`src/rtl/enigma_pkg.sv`:
```
// enigma_pkg: constants shared by the Enigma datapath blocks.
//   N_SYM_DEFAULT      alphabet size (26)
//   ROTOR_FWD/INV      rotor I..V wirings, A=0, plus their inverses
//   NOTCH              turnover position of each rotor
//   dir_e              FWD (keyboard->reflector) / REV (reflector->lamp)
//   mod_add            (a + b) mod n for a, b < n, no divider
package enigma_pkg;

    localparam int N_SYM_DEFAULT = 26;
    localparam int N_ROTORS      = 5;
    localparam int TBL_W         = 5;
    localparam int MOD_W         = 8;

    typedef logic [TBL_W-1:0] tsym_t;
    typedef tsym_t [0:N_SYM_DEFAULT-1] wiring_t;

    typedef enum logic {FWD = 1'b0, REV = 1'b1} dir_e;

    // Rotor I..V, entry i = contact reached from contact i.
    localparam wiring_t ROTOR_FWD [N_ROTORS] = '{
        '{5'd4,  5'd10, 5'd12, 5'd5,  5'd11, 5'd6,  5'd3,  5'd16, 5'd21, 5'd25, 5'd13, 5'd19, 5'd14,
          5'd22, 5'd24, 5'd7,  5'd23, 5'd20, 5'd18, 5'd15, 5'd0,  5'd8,  5'd1,  5'd17, 5'd2,  5'd9},
        '{5'd0,  5'd9,  5'd3,  5'd10, 5'd18, 5'd8,  5'd17, 5'd20, 5'd23, 5'd1,  5'd11, 5'd7,  5'd22,
          5'd19, 5'd12, 5'd2,  5'd16, 5'd6,  5'd25, 5'd13, 5'd15, 5'd24, 5'd5,  5'd21, 5'd14, 5'd4},
        '{5'd1,  5'd3,  5'd5,  5'd7,  5'd9,  5'd11, 5'd2,  5'd15, 5'd17, 5'd19, 5'd23, 5'd21, 5'd25,
          5'd13, 5'd24, 5'd4,  5'd8,  5'd22, 5'd6,  5'd0,  5'd10, 5'd12, 5'd20, 5'd18, 5'd16, 5'd14},
        '{5'd4,  5'd18, 5'd14, 5'd21, 5'd15, 5'd25, 5'd9,  5'd0,  5'd24, 5'd16, 5'd20, 5'd8,  5'd17,
          5'd7,  5'd23, 5'd11, 5'd13, 5'd5,  5'd19, 5'd6,  5'd10, 5'd3,  5'd2,  5'd12, 5'd22, 5'd1},
        '{5'd21, 5'd25, 5'd1,  5'd17, 5'd6,  5'd8,  5'd19, 5'd24, 5'd20, 5'd15, 5'd18, 5'd3,  5'd13,
          5'd7,  5'd11, 5'd23, 5'd0,  5'd22, 5'd12, 5'd16, 5'd9,  5'd2,  5'd5,  5'd4,  5'd14, 5'd10}
    };

    function automatic wiring_t invert(input wiring_t w);
        wiring_t r;
        r = '0;
        for (int i = 0; i < N_SYM_DEFAULT; i++) r[w[i]] = tsym_t'(i);
        return r;
    endfunction

    // Inverses are derived at elaboration so they can never drift from ROTOR_FWD.
    localparam wiring_t ROTOR_INV [N_ROTORS] = '{
        invert(ROTOR_FWD[0]), invert(ROTOR_FWD[1]), invert(ROTOR_FWD[2]),
        invert(ROTOR_FWD[3]), invert(ROTOR_FWD[4])
    };

    // Q, E, V, J, Z
    localparam tsym_t NOTCH [N_ROTORS] = '{5'd16, 5'd4, 5'd21, 5'd9, 5'd25};

    function automatic logic [MOD_W-1:0] mod_add(input logic [MOD_W-1:0] a,
                                                 input logic [MOD_W-1:0] b,
                                                 input logic [MOD_W-1:0] n);
        logic [MOD_W-1:0] s;
        s = a + b;
        if (s >= n) s = s - n;
        return s;
    endfunction

endpackage

```
`src/rtl/enigma_wiring_lut.sv`:
```
// enigma_wiring_lut: combinational wiring table lookup (also used by the reflector).
//   sel_i  wiring select, 0..4 = rotor I..V, anything else = identity
//   dir_i  FWD uses the wiring, REV its inverse
//   idx_i  contact index
//   sym_o  wired contact; indices outside the 26-entry tables pass through
module enigma_wiring_lut
    import enigma_pkg::*;
#(
    parameter int SYM_W = 5
) (
    input  logic [2:0]       sel_i,
    input  dir_e             dir_i,
    input  logic [SYM_W-1:0] idx_i,
    output logic [SYM_W-1:0] sym_o
);

    always_comb begin
        sym_o = idx_i;
        if (sel_i < 3'(N_ROTORS) && idx_i < SYM_W'(N_SYM_DEFAULT)) begin
            if (dir_i == FWD) sym_o = SYM_W'(ROTOR_FWD[sel_i][idx_i[TBL_W-1:0]]);
            else              sym_o = SYM_W'(ROTOR_INV[sel_i][idx_i[TBL_W-1:0]]);
        end
    end

endmodule

```
`src/rtl/enigma_rotor_stage.sv`:
```
// enigma_rotor_stage: registered rotor with its own position/ring/wiring select.
//   clk, rst                        clock, async active-high reset
//   cfg_load/cfg_sel/cfg_pos/cfg_ring  one-cycle configuration load (wins over step_in)
//   step_in / step_out               advance request / registered notch carry
//   in_valid/in_ready/in_dir/in_sym  symbol input handshake
//   out_valid/out_ready/out_sym/out_err  registered output, 1-cycle latency
//   pos                              current position
//   cfg_err                          sticky until an error-free cfg_load
// Rotor tables are 26-symbol; other N_SYM values only make sense with identity wiring.
module enigma_rotor_stage
    import enigma_pkg::*;
#(
    parameter int         N_SYM       = N_SYM_DEFAULT,
    parameter int         SYM_W       = 5,
    parameter logic [2:0] DEFAULT_SEL = 3'd0
) (
    input  logic             clk,
    input  logic             rst,
    input  logic             cfg_load,
    input  logic [2:0]       cfg_sel,
    input  logic [SYM_W-1:0] cfg_pos,
    input  logic [SYM_W-1:0] cfg_ring,
    input  logic             step_in,
    output logic             step_out,
    input  logic             in_valid,
    output logic             in_ready,
    input  logic             in_dir,
    input  logic [SYM_W-1:0] in_sym,
    output logic             out_valid,
    input  logic             out_ready,
    output logic [SYM_W-1:0] out_sym,
    output logic             out_err,
    output logic [SYM_W-1:0] pos,
    output logic             cfg_err
);

    localparam int               W2   = SYM_W + 2;
    localparam logic [W2-1:0]    NW   = W2'(N_SYM);
    localparam logic [SYM_W-1:0] LAST = SYM_W'(N_SYM - 1);

    logic [SYM_W-1:0] pos_q, pos_d, ring_q, ring_d;
    logic [2:0]       sel_q, sel_d;
    logic             step_out_q, step_out_d;
    logic             cfg_err_q, cfg_err_d;
    logic             out_valid_q, out_valid_d;
    logic [SYM_W-1:0] out_sym_q, out_sym_d;
    logic             out_err_q, out_err_d;

    logic             at_notch, xfer, sym_bad;
    logic [SYM_W-1:0] s_idx, lut_sym, xlat_sym;

    function automatic logic in_rng(input logic [SYM_W-1:0] v);
        return {2'b00, v} < NW;
    endfunction

    // Operands are always < 2*N_SYM, so one conditional subtract is a full mod.
    function automatic logic [SYM_W-1:0] wrap(input logic [W2-1:0] v);
        return (v >= NW) ? SYM_W'(v - NW) : SYM_W'(v);
    endfunction

    always_comb begin
        at_notch = 1'b0;
        if (sel_q < 3'(N_ROTORS)) at_notch = (pos_q == SYM_W'(NOTCH[sel_q]));
    end

    // Position/config next state; a step coinciding with cfg_load is dropped.
    always_comb begin
        pos_d      = pos_q;
        ring_d     = ring_q;
        sel_d      = sel_q;
        cfg_err_d  = cfg_err_q;
        step_out_d = 1'b0;
        if (cfg_load) begin
            pos_d     = in_rng(cfg_pos)  ? cfg_pos  : '0;
            ring_d    = in_rng(cfg_ring) ? cfg_ring : '0;
            sel_d     = cfg_sel;
            cfg_err_d = !in_rng(cfg_pos) || !in_rng(cfg_ring) || (cfg_sel >= 3'(N_ROTORS));
        end else if (step_in) begin
            pos_d      = (pos_q == LAST) ? '0 : pos_q + SYM_W'(1);
            step_out_d = at_notch;
        end
    end

    // Translate against the post-step position so a keypress step and its
    // symbol can arrive in the same cycle.
    always_comb begin
        s_idx = wrap({2'b00, wrap({2'b00, in_sym} + {2'b00, pos_d})} + (NW - {2'b00, ring_q}));
    end

    enigma_wiring_lut #(.SYM_W(SYM_W)) u_lut (
        .sel_i (sel_q),
        .dir_i (dir_e'(in_dir)),
        .idx_i (s_idx),
        .sym_o (lut_sym)
    );

    always_comb begin
        xlat_sym = wrap({2'b00, wrap({2'b00, lut_sym} + (NW - {2'b00, pos_d}))} + {2'b00, ring_q});
    end

    assign sym_bad  = !in_rng(in_sym);
    assign in_ready = !rst && !cfg_load && (!out_valid_q || out_ready);
    assign xfer     = in_valid && in_ready;

    always_comb begin
        out_valid_d = out_valid_q;
        out_sym_d   = out_sym_q;
        out_err_d   = out_err_q;
        if (xfer) begin
            out_valid_d = 1'b1;
            out_sym_d   = sym_bad ? in_sym : xlat_sym;
            out_err_d   = sym_bad;
        end else if (out_ready) begin
            out_valid_d = 1'b0;
        end
    end

    always_ff @(posedge clk or posedge rst) begin
        if (rst) begin
            pos_q       <= '0;
            ring_q      <= '0;
            sel_q       <= DEFAULT_SEL;
            step_out_q  <= 1'b0;
            cfg_err_q   <= 1'b0;
            out_valid_q <= 1'b0;
            out_sym_q   <= '0;
            out_err_q   <= 1'b0;
        end else begin
            pos_q       <= pos_d;
            ring_q      <= ring_d;
            sel_q       <= sel_d;
            step_out_q  <= step_out_d;
            cfg_err_q   <= cfg_err_d;
            out_valid_q <= out_valid_d;
            out_sym_q   <= out_sym_d;
            out_err_q   <= out_err_d;
        end
    end

    assign step_out  = step_out_q;
    assign out_valid = out_valid_q;
    assign out_sym   = out_sym_q;
    assign out_err   = out_err_q;
    assign pos       = pos_q;
    assign cfg_err   = cfg_err_q;

endmodule

```
`config.mk`:
```
export PLATFORM = sky130hd
export DESIGN_NAME = enigma_rotor_stage
export DESIGN_NICKNAME = d
export VERILOG_FILES = /design/src/rtl/enigma_pkg.sv /design/src/rtl/enigma_wiring_lut.sv /design/src/rtl/enigma_rotor_stage.sv
export SDC_FILE = /design/constraint.sdc
export NUM_CORES = 1
export LEC_CHECK = 0
export ABC_AREA = 1
export BUFFER_PORTS_ARGS = -buffer_cell sky130_fd_sc_hd__buf_2
export CAP_MARGIN = 20
export CORE_ASPECT_RATIO = 1.75
export CORE_UTILIZATION = 62
export CTS_CLUSTER_DIAMETER = 120
export DETAILED_ROUTE_END_ITERATION = 10
export PLACE_DENSITY = 0.83
export SETUP_SLACK_MARGIN = 0.5
export SLEW_MARGIN = 25
export SYNTH_ARGS = -nofsm -noshare
export SYNTH_HDL_FRONTEND = slang
export SYNTH_SLANG_ARGS = --single-unit
```
`constraint.sdc`:
```
create_clock -name clk -period 11.33 [get_ports clk]
set_input_delay 0.5665 -clock clk [delete_from_list [all_inputs] [get_ports clk]]
set_output_delay 0.5665 -clock clk [all_outputs]
set_load 0.005 [all_outputs]
```
# Word-level counts from Yosys, hierarchy flattened
# Memory sizes are Yosys's and may differ from the RTL's.
# Index checks and enable logic that the tools add are counted.
# W data, S select, Z words.
word_totals:
  regBits: 22
  rom_bits: 2120
  input_bits: 25
  wordCells: 81
  n_memories: 3
op_classes:
  n_addsub: 11
  n_lt_le_gt_ge: 12
  eq_ne: 2
  muxes: 29
  n_bitwise: 2
  n_reduce_logical: 14
memory_table:
  columns: ["name", "depth", "word_bits", "rd", "rd_clocked_by_memory_dff", "write_ports", "line_no", "source"]
  rows:
  - ["(name not given)", 8, 130, 1, 0, 0, "enigma_wiring_lut.sv:20", "if (dir_i == FWD) sym_o = SYM_W'(ROTOR_FWD[sel_i][idx_i[TBL_W-1:0]]);"]
  - ["(name not given)", 8, 130, 1, 0, 0, "enigma_wiring_lut.sv:21", "else sym_o = SYM_W'(ROTOR_INV[sel_i][idx_i[TBL_W-1:0]]);"]
  - ["(name not given)", 8, 5, 1, 0, 0, "enigma_rotor_stage.sv:63", "if (sel_q < 3'(N_ROTORS)) at_notch = (pos_q == SYM_W'(NOTCH[sel_q]));"]
op_table:
  columns: ["cell", "n"]
  rows:
  - ["$mux W130", 4]
  - ["$mux W5", 18]
  - ["$bmux W5 S5", 2]
  - ["$lt A5 B5 Y1 const B", 4]
  - ["$sub A5 B5 Y5 const B", 4]
  - ["$add A6 B6 Y7", 2]
  - ["$ge A7 B5 Y1 const B", 2]
  - ["$add A5 B5 Y6", 2]
  - ["$ge A6 B5 Y1 const B", 2]
  - ["$sub A5 B5 Y6 const A", 2]
  - ["$ge A6 B6 Y1 const B", 1]
  - ["$logic_not A1 Y1", 6]
  - ["$not A5 Y6", 1]
  - ["$add A5 B1 Y5 const B", 1]
  - ["$eq A5 B5 Y1", 1]
  - ["$eq A5 B5 Y1 const B", 1]
  - ["$mux W1", 5]
  - ["$ge A4 B4 Y1 const B", 1]
  - ["$logic_and A1 B1 Y1", 4]
  - ["$not A3 Y4", 1]
  - ["$ge A3 B3 Y1 const B", 1]
  - ["$logic_or A1 B1 Y1", 3]
  - ["$lt A3 B3 Y1 const B", 1]
  - ["$reduce_bool A2 Y1", 1]

# Logic depth before layout (Yosys ltp)
# Gate-level depths: netlist of run 1.
logic_depth:
  word_depth: 23
  depth_mapped: 66

# By module
# A second synthesis of run 1 with hierarchy kept.
unflattened:
  hier_cells: 782
  hier_area_um2: 4414.2
modules_own_cells:
  columns: ["module", "n_inst", "cells_per_inst", "area_each_um2"]
  rows:
  - ["enigma_rotor_stage", 1, 344, 2454.9]
  - ["enigma_wiring_lut", 1, 438, 1959.4]

# Worst setup path before layout of run 1
# No wires, ideal clock.
synth_path:
  path_kind: "register to register"
  start: "register pos_q[1] (netlist: pos[1])"
  end: "register out_sym_q[3] (netlist: out_sym[3])"
  t_arrival_ps: 7728
  required_time_ps: 11209
  setup_slack_ps: 3481
  path_stages_with_launch: 57
  path_buffers: 1
  synth_period_minus_slack_ps: 7849
  cell_sequence: "dfrtp_1 -> inv_1 -> ha_1 -> nand4_1 -> o21ai_0 -> o31ai_1 -> ha_1 -> fa_1 -> a21oi_1 -> o21ai_0 -> xnor2_1 -> inv_1 -> nand2_1 -> nand2_1 -> xor2_1 -> inv_1 -> fa_1 -> inv_1 -> [21 not listed] -> o22ai_1 -> nand2_1 -> nand3_1 -> mux2i_1 -> ha_1 -> a21oi_1 -> and2_1 -> xor2_1 -> a21oi_1 -> inv_1 -> nor2_1 -> inv_1 -> nand2_1 -> inv_1 -> nor2_1 -> nand2_1 -> nand2_1 -> o22a_1"
synth_via:
  elab_chain_cells: 23
  word_cells_on_any_way: 34
  classes_between: "add/sub (10); order compare (5); eq/ne (1); mux (16); bitwise (1); reduce/logical (1)"
synth_rtl:
  columns: ["element", "line_no", "source"]
  rows:
  - ["start, declared", "enigma_rotor_stage.sv:41", "logic [SYM_W-1:0] pos_q, pos_d, ring_q, ring_d;"]
  - ["start signal, assigned", "enigma_rotor_stage.sv:129", "pos_q <= pos_d;"]
  - ["$eq A5 B5 Y1 (*)", "enigma_rotor_stage.sv:79", "pos_d = (pos_q == LAST) ? '0 : pos_q + SYM_W'(1);"]
  - ["$mux W5 (*)", "enigma_rotor_stage.sv:79", null]
  - ["$mux W5 (*)", "enigma_rotor_stage.sv:78", "end else if (step_in) begin"]
  - ["$mux W5 (*)", "enigma_rotor_stage.sv:73", "if (cfg_load) begin"]
  - ["via pos_d[0]", "enigma_rotor_stage.sv:41", null]
  - ["$add A5 B5 Y6", "enigma_rotor_stage.sv:87", "s_idx = wrap({2'b00, wrap({2'b00, in_sym} + {2'b00, pos_d})} + (NW - {2'b00, ring_q}));"]
  - ["$sub A5 B5 Y5 / $ge A6 B5 Y1 (equally long branches)", "enigma_rotor_stage.sv:58", "return (v >= NW) ? SYM_W'(v - NW) : SYM_W'(v);"]
  - ["$mux W5", "enigma_rotor_stage.sv:58", null]
  - ["[8 not listed]", null, null]
  - ["$mux W5", "enigma_wiring_lut.sv:19", "if (sel_i < 3'(N_ROTORS) && idx_i < SYM_W'(N_SYM_DEFAULT)) begin"]
  - ["$add A6 B6 Y7 (*)", "enigma_rotor_stage.sv:98", "xlat_sym = wrap({2'b00, wrap({2'b00, lut_sym} + (NW - {2'b00, pos_d}))} + {2'b00, ring_q});"]
  - ["$ge A7 B5 Y1 / $sub A5 B5 Y5 (equally long branches)", "enigma_rotor_stage.sv:58", null]
  - ["$mux W5 (*)", "enigma_rotor_stage.sv:58", null]
  - ["$add A5 B5 Y6 (*)", "enigma_rotor_stage.sv:98", null]
  - ["$sub A5 B5 Y5 / $ge A6 B5 Y1 (equally long branches)", "enigma_rotor_stage.sv:58", null]
  - ["$mux W5 (*)", "enigma_rotor_stage.sv:58", null]
  - ["$mux W5 (*)", "enigma_rotor_stage.sv:111", "out_sym_d = sym_bad ? in_sym : xlat_sym;"]
  - ["end signal, assigned", "enigma_rotor_stage.sv:135", "out_sym_q <= out_sym_d;"]
  - ["end, declared", "enigma_rotor_stage.sv:46", "logic [SYM_W-1:0] out_sym_q, out_sym_d;"]
# The timed path passes the listed nets; every way through them passes the cells marked *. The select of a mux whose other input is x is not followed.
# A chain may end at the register's enable or synchronous reset.

# Worst setup path in the final report of run 1
# Same ends and word-level chain as after synthesis.

==> out/metrics.yaml, run 1 <==
setup_path:
  crit_arrival_ns: 10.33
  slowest_delay_ns: 0.79
  path_common_cell: "nand2_1"
  slowest_stage: "o31ai_1"
  critPathKind: "reg -> reg"
  cp_max_fo: 54
  crit_buf_inv: 11
  endpoint_kind: "register"
  crit_required_ns: 11.48
  critPathTopFamily: "simple AND/OR/NAND/NOR gates"
  crit_path_start_kind: "register"
floorplanning:
  die_w_microns: 67.1
  core-area_sq_um: 7180
  rows: 41
  dieArea_sq_um: 7770
  ios: 40
  start_util_pct: 64.0
  die_height_microns: 116
clock_network:
  cts_tree: "done"
  clockBufferDepth: 2
  clock-sinks: 22
  numCtsBuffers: 3
  post_cts_buffers: 0
  cts_root_buffer: "clkbuf_16"
  cts-htree-levels: 1
  clk_latency_ns: 0.26
  post_cts_resized: 0
  hold_buffers: 0
  clkTransAtPathRegs_ns: 0.06
finish:
  drive_above_1_share_pct: 8.50
  final_common_cell: "nand2_1"
  num-fill-cells: 693
  seq_area_sq_um: 551
  post-route-util_pct: 67.7
  area_growth_pct: 5.80
  diodes: 0
  final_cell_area_sq_um: 4860
  layout_common_cells: "nand2_1, nand3_1, inv_1"
  multi_input_area_sq_um: 3500
  fin_nets: 901
logic_synthesis:
  synth-simple-area-share_pct: 45.9
  syn-cell-area_sq_um: 4600
  synthArstFlopShare_pct: 100
  synth-edff-count: 0
  synth_cells: 817
  synth_seq_cells: 22
  synth-main-ff-cell: "dfrtp_1"
  synth.distinct_cells: 42
  seq_area_frac_synth_pct: 12.0
  synthTopCellsByArea: "nand2_1, nand3_1, dfrtp_1, ha_1, inv_1"
  synth_nets: 882
  synth_area_per_cell_sq_um: 5.63
  synth_top_family_by_area: "simple AND/OR/NAND/NOR gates"
  muxShareOfSynthArea_pct: 0.436
  synth_top_area_share_pct: 21.0
  synth_top_area_cell: "nand2_1"
  ys_warn_count: 0
  synth-compound-area-share_pct: 13.3
  synthAdderAreaFrac_pct: 11.5
  synth-xor-area-share_pct: 4.96
global_routing:
  grt_pass1_vias: 5546
  grt_pass1_wl_microns: 28900
  gr-total-overflow: 0
  track_usage_pct: 50.3
  antenna_found_initial: 0
  grt_start_max_net_pins: 55
placed_design:
  place.port_buffers: 39
  gp_congestion: 1.20
  dp_hpwl_microns: 13700
  placed_cell_area_sq_um: 4760
  dp_slack_ns: 1.40
detailed_routing:
  drc: 16
  top_layer_used: "met4"
  wl_met2_microns: 8410
  routed_wl_microns: 18800
  initialDrtViolationCount: 1188
  final_antenna_net_count: 0
  detail_route.wl_per_cell_microns: 20.4
  routed-via-count: 5998
  first_pass_iters: 11
  m1WireLength_microns: 5660
  drt-vias-per-instance: 6.51
  wl_met3_microns: 2390
job:
  maxCapViolations: 0
run_status:
  status: "complete, but fails checks"
  violations: "DRC"
timing:
  slew_headroom_pct: 37.8
  fin_setup_tns_ns: 0
  period_share_pct: 89.8
  finClkSkew_ns: 0.00388
  drv_slew: 0
  setup_ws_ns: 1.16
  hold_viol: 0
  max_freq_mhz: 98.3
  fin_crit_ns: 10.18
  finalSetupViolCount: 0
  rsz0062_at_grt: "no"
  tightest_slew_ns: 0.924
hold_path:
  hold_class: "in -> async"
kinds of logic after synthesis:
kind of cell	Yosys count
buf+inv	128
compound gates	109
mux	2
simple gates	490
flops	22
fa+ha+maj	40
xor+xnor	26
cell usage after synthesis, drive strengths merged (2+ instances only):
cell    instances
o211ai          6
nand2         267
o21ai          64
nand3b          2
xor2           17
clkbuf         10
a31oi           4
ha             36
nor3            4
inv            98
buf            19
dfrtp          22
nand4           5
nand3         133
xnor2           9
nor2           77
fa              4
a21oi          26
mux2i           2
routing by layer:
metal | up-vias | GRT usage, %
met4 | 0 | 46.7
met5 | - | 0
met3 | 182 | 20.8
met1 | 2602 | 48.3
met2 | 519 | 79.2
li1 | 2695 | -
sequential cells by signal, indices dropped and copies added, names as in the netlist:
signal / flops
ring_q: 5
out_valid: 1
cfg_err: 1
step_out: 1
pos: 5
out_err: 1
out_sym: 5
sel_q: 3
final cells by class:
cell class,instances,share of cell area [%]
multi-input combinational,667,72.0
sequential,22,11.3
inverter,99,7.69
timing repair buffer,43,4.63
tap,86,2.21
clock buffer,3,1.54
clock inverter,1,0.618
worst paths after layout:
kind                            startpoint  depth (start not counted)    endpoint  slack (ns)
worst max-delay path                pos[1]                         61  out_sym[3]        1.16
worst min-delay path                   rst                          2      pos[2]        0.48
worst max register to register      pos[1]                         61  out_sym[3]        1.16
worst min register to register  out_sym[0]                          2  out_sym[0]        0.50
max in group asynchronous              rst                          2      pos[4]       10.32
min in group clk                 out_ready                          2   out_valid        0.50
through the flow:
stage               hold WS (ns)  cells
global route               0.513    921
global placement           0.469    917
CTS                        0.497    921
finish                     0.483    921
detailed placement         0.482    917
floorplan                  0.473    817
Power of run 1 is not shown: default switching activity piles up to over one toggle a cycle in this logic, so the estimate is an artifact.
==> run 2: changes to the inputs <==
--- a/config.mk
+++ b/config.mk
@@ -13,6 +13,7 @@
 export CTS_CLUSTER_DIAMETER = 120
 export DETAILED_ROUTE_END_ITERATION = 10
 export PLACE_DENSITY = 0.83
+export REMOVE_ABC_BUFFERS = 1
 export SETUP_SLACK_MARGIN = 0.5
 export SLEW_MARGIN = 25
 export SYNTH_ARGS = -nofsm -noshare
==> out/metrics.yaml, run 2 (synthesis gave the netlist of run 1 again) <==
finish:
  final_common_cell: "nand2_1"
  num-fill-cells: 669  # -3.5%
  diodes: 0  # unchanged
  fin_nets: 902  # +0.11%
  drive_above_1_share_pct: 8.61  # +0.11 points
  final_cells: 922  # +0.11%
  layout_common_cells: "nand2_1, nand3_1, inv_1"
  area_growth_pct: 5.96
  seq_area_sq_um: 551  # unchanged
  multi_input_area_sq_um: 3500  # unchanged
detailed_routing:
  drt-vias-per-instance: 6.63  # +1.8%
  initialDrtViolationCount: 1465  # +23%
  drc: 3  # -13
  routed_wl_microns: 18700  # -0.22%
  detail_route.wl_per_cell_microns: 20.3  # -0.33%
  first_pass_iters: 11  # unchanged
  final_antenna_net_count: 0  # unchanged
  routed-via-count: 6115  # +2.0%
clock_network:
  hold_buffers: 0  # unchanged
  post_cts_buffers: 0  # unchanged
  cts_tree: "done"
  numCtsBuffers: 3  # unchanged
  cts-htree-levels: 1  # unchanged
  clock-sinks: 22  # unchanged
  clockBufferDepth: 2  # unchanged
  clkTransAtPathRegs_ns: 0.06  # about the same
  post_cts_resized: 0  # unchanged
  cts_root_buffer: "clkbuf_16"
  clk_latency_ns: 0.26  # about the same
placed_design:
  dp_hpwl_microns: 13700  # +0.46%
  dp_slack_ns: 1.45  # +0.0500 ns
  place.port_buffers: 39  # unchanged
  dp.cells: 918  # +0.11%
  gp_congestion: 1.16  # -3.2%
global_routing:
  antenna_found_initial: 0  # unchanged
  grt_pass1_vias: 5859  # +5.6%
  gr-total-overflow: 0  # unchanged
  grt_start_max_net_pins: 55  # unchanged
  track_usage_pct: 52.8  # +2.4 points
  grt_pass1_wl_microns: 30700  # +6.0%
setup_path:
  crit_required_ns: 11.47  # about the same
  worst-r2r-cell-count: 57  # -6.6%
  path_common_cell: "nand2_1"
  cp_max_fo: 14  # -74%
  critPathKind: "reg -> reg"
  slowest_delay_ns: 0.79  # about the same
  crit_arrival_ns: 10.22  # -0.11 ns
  slowest_stage: "o31ai_1"
  endpoint_kind: "register"
  crit_path_start_kind: "register"
run_status:
  status: "complete, but fails checks"
  violations: "DRC"
timing:
  max_freq_mhz: 99.2  # +0.90%
  tightest_slew_ns: 0.919  # -0.00588 ns
  finalSetupViolCount: 0  # unchanged
  rsz0062_at_grt: "no"
  fin_setup_tns_ns: 0  # unchanged
  hold_viol: 0  # unchanged
  drv_slew: 0  # unchanged
  slew_headroom_pct: 38.2  # +0.40 points
  setup_ws_ns: 1.25  # +0.0909 ns
  period_share_pct: 89.0  # -0.80 points
  fin_crit_ns: 10.08  # -0.0909 ns
  finClkSkew_ns: 0.00171  # -0.00217 ns
floorplanning:
  core-area_sq_um: 7180  # unchanged
  die_height_microns: 116  # unchanged
  die_w_microns: 67.1  # unchanged
  start_util_pct: 64.0  # unchanged
  ios: 40  # unchanged
  rows: 41  # unchanged
  dieArea_sq_um: 7770  # unchanged
job:
  maxCapViolations: 0  # unchanged
hold_path:
  hold_class: "in -> async"
run 2: stage by stage:
| step | util [%] | hold slack [ns] | cell area [sq um] |
|---|---|---|---|
| 2_1_floorplan | - | 0.473 | 4420 |
| 3_3_place_gp | 66.3 | 0.461 | 4760 |
| 3_5_place_dp | 66.3 | 0.474 | 4760 |
| 4_1_cts | 67.8 | 0.494 | 4870 |
| 5_1_grt | 67.8 | 0.500 | 4870 |
| 6_report | 67.8 | 0.490 | 4870 |
run 2: worst paths after layout:
path,slack (ns),to,from
min reg2reg,0.50,out_sym[1],out_sym[1]
max,1.25,out_sym[1],pos[1]
max in group asynchronous,10.31,pos[3],rst
min,0.49,out_valid,rst
min in group clk,0.50,out_valid,out_ready
max reg2reg,1.25,out_sym[1],pos[1]
run 2: worst max-delay path, delay by kind of cell, from the launching register on:
kind	cells	cell delay, ns
xor gates and xnor gates	3	0.68
buffers and inverters	9	0.96
muxes	1	0.27
and+or+nand+nor	24	2.82
DFF	1	0.45
adders and majority gates	9	2.55
AOI/OAI and AO/OA	11	2.15
run 2: layout make-up:
type	count	share of cell area, %
Clock inverter	1	0.617
Timing Repair Buffer	44	4.78
Tap cell	86	2.21
Sequential cell	22	11.3
Inverter	99	7.68
Clock buffer	3	1.54
Multi-Input combinational cell	667	71.9
run 2: layer usage:
metal	wire, microns	part of all wire [%]	vias to the layer above	GRT usage [%]
met1	5720	31	2631	53.5
met2	8630	46	581	80.9
met5	0	0	-	0
li1	-	-	2699	-
met4	2260	12	0	46.2
met3	2120	11	204	21.9
Power of run 2 is left out for the same reason.
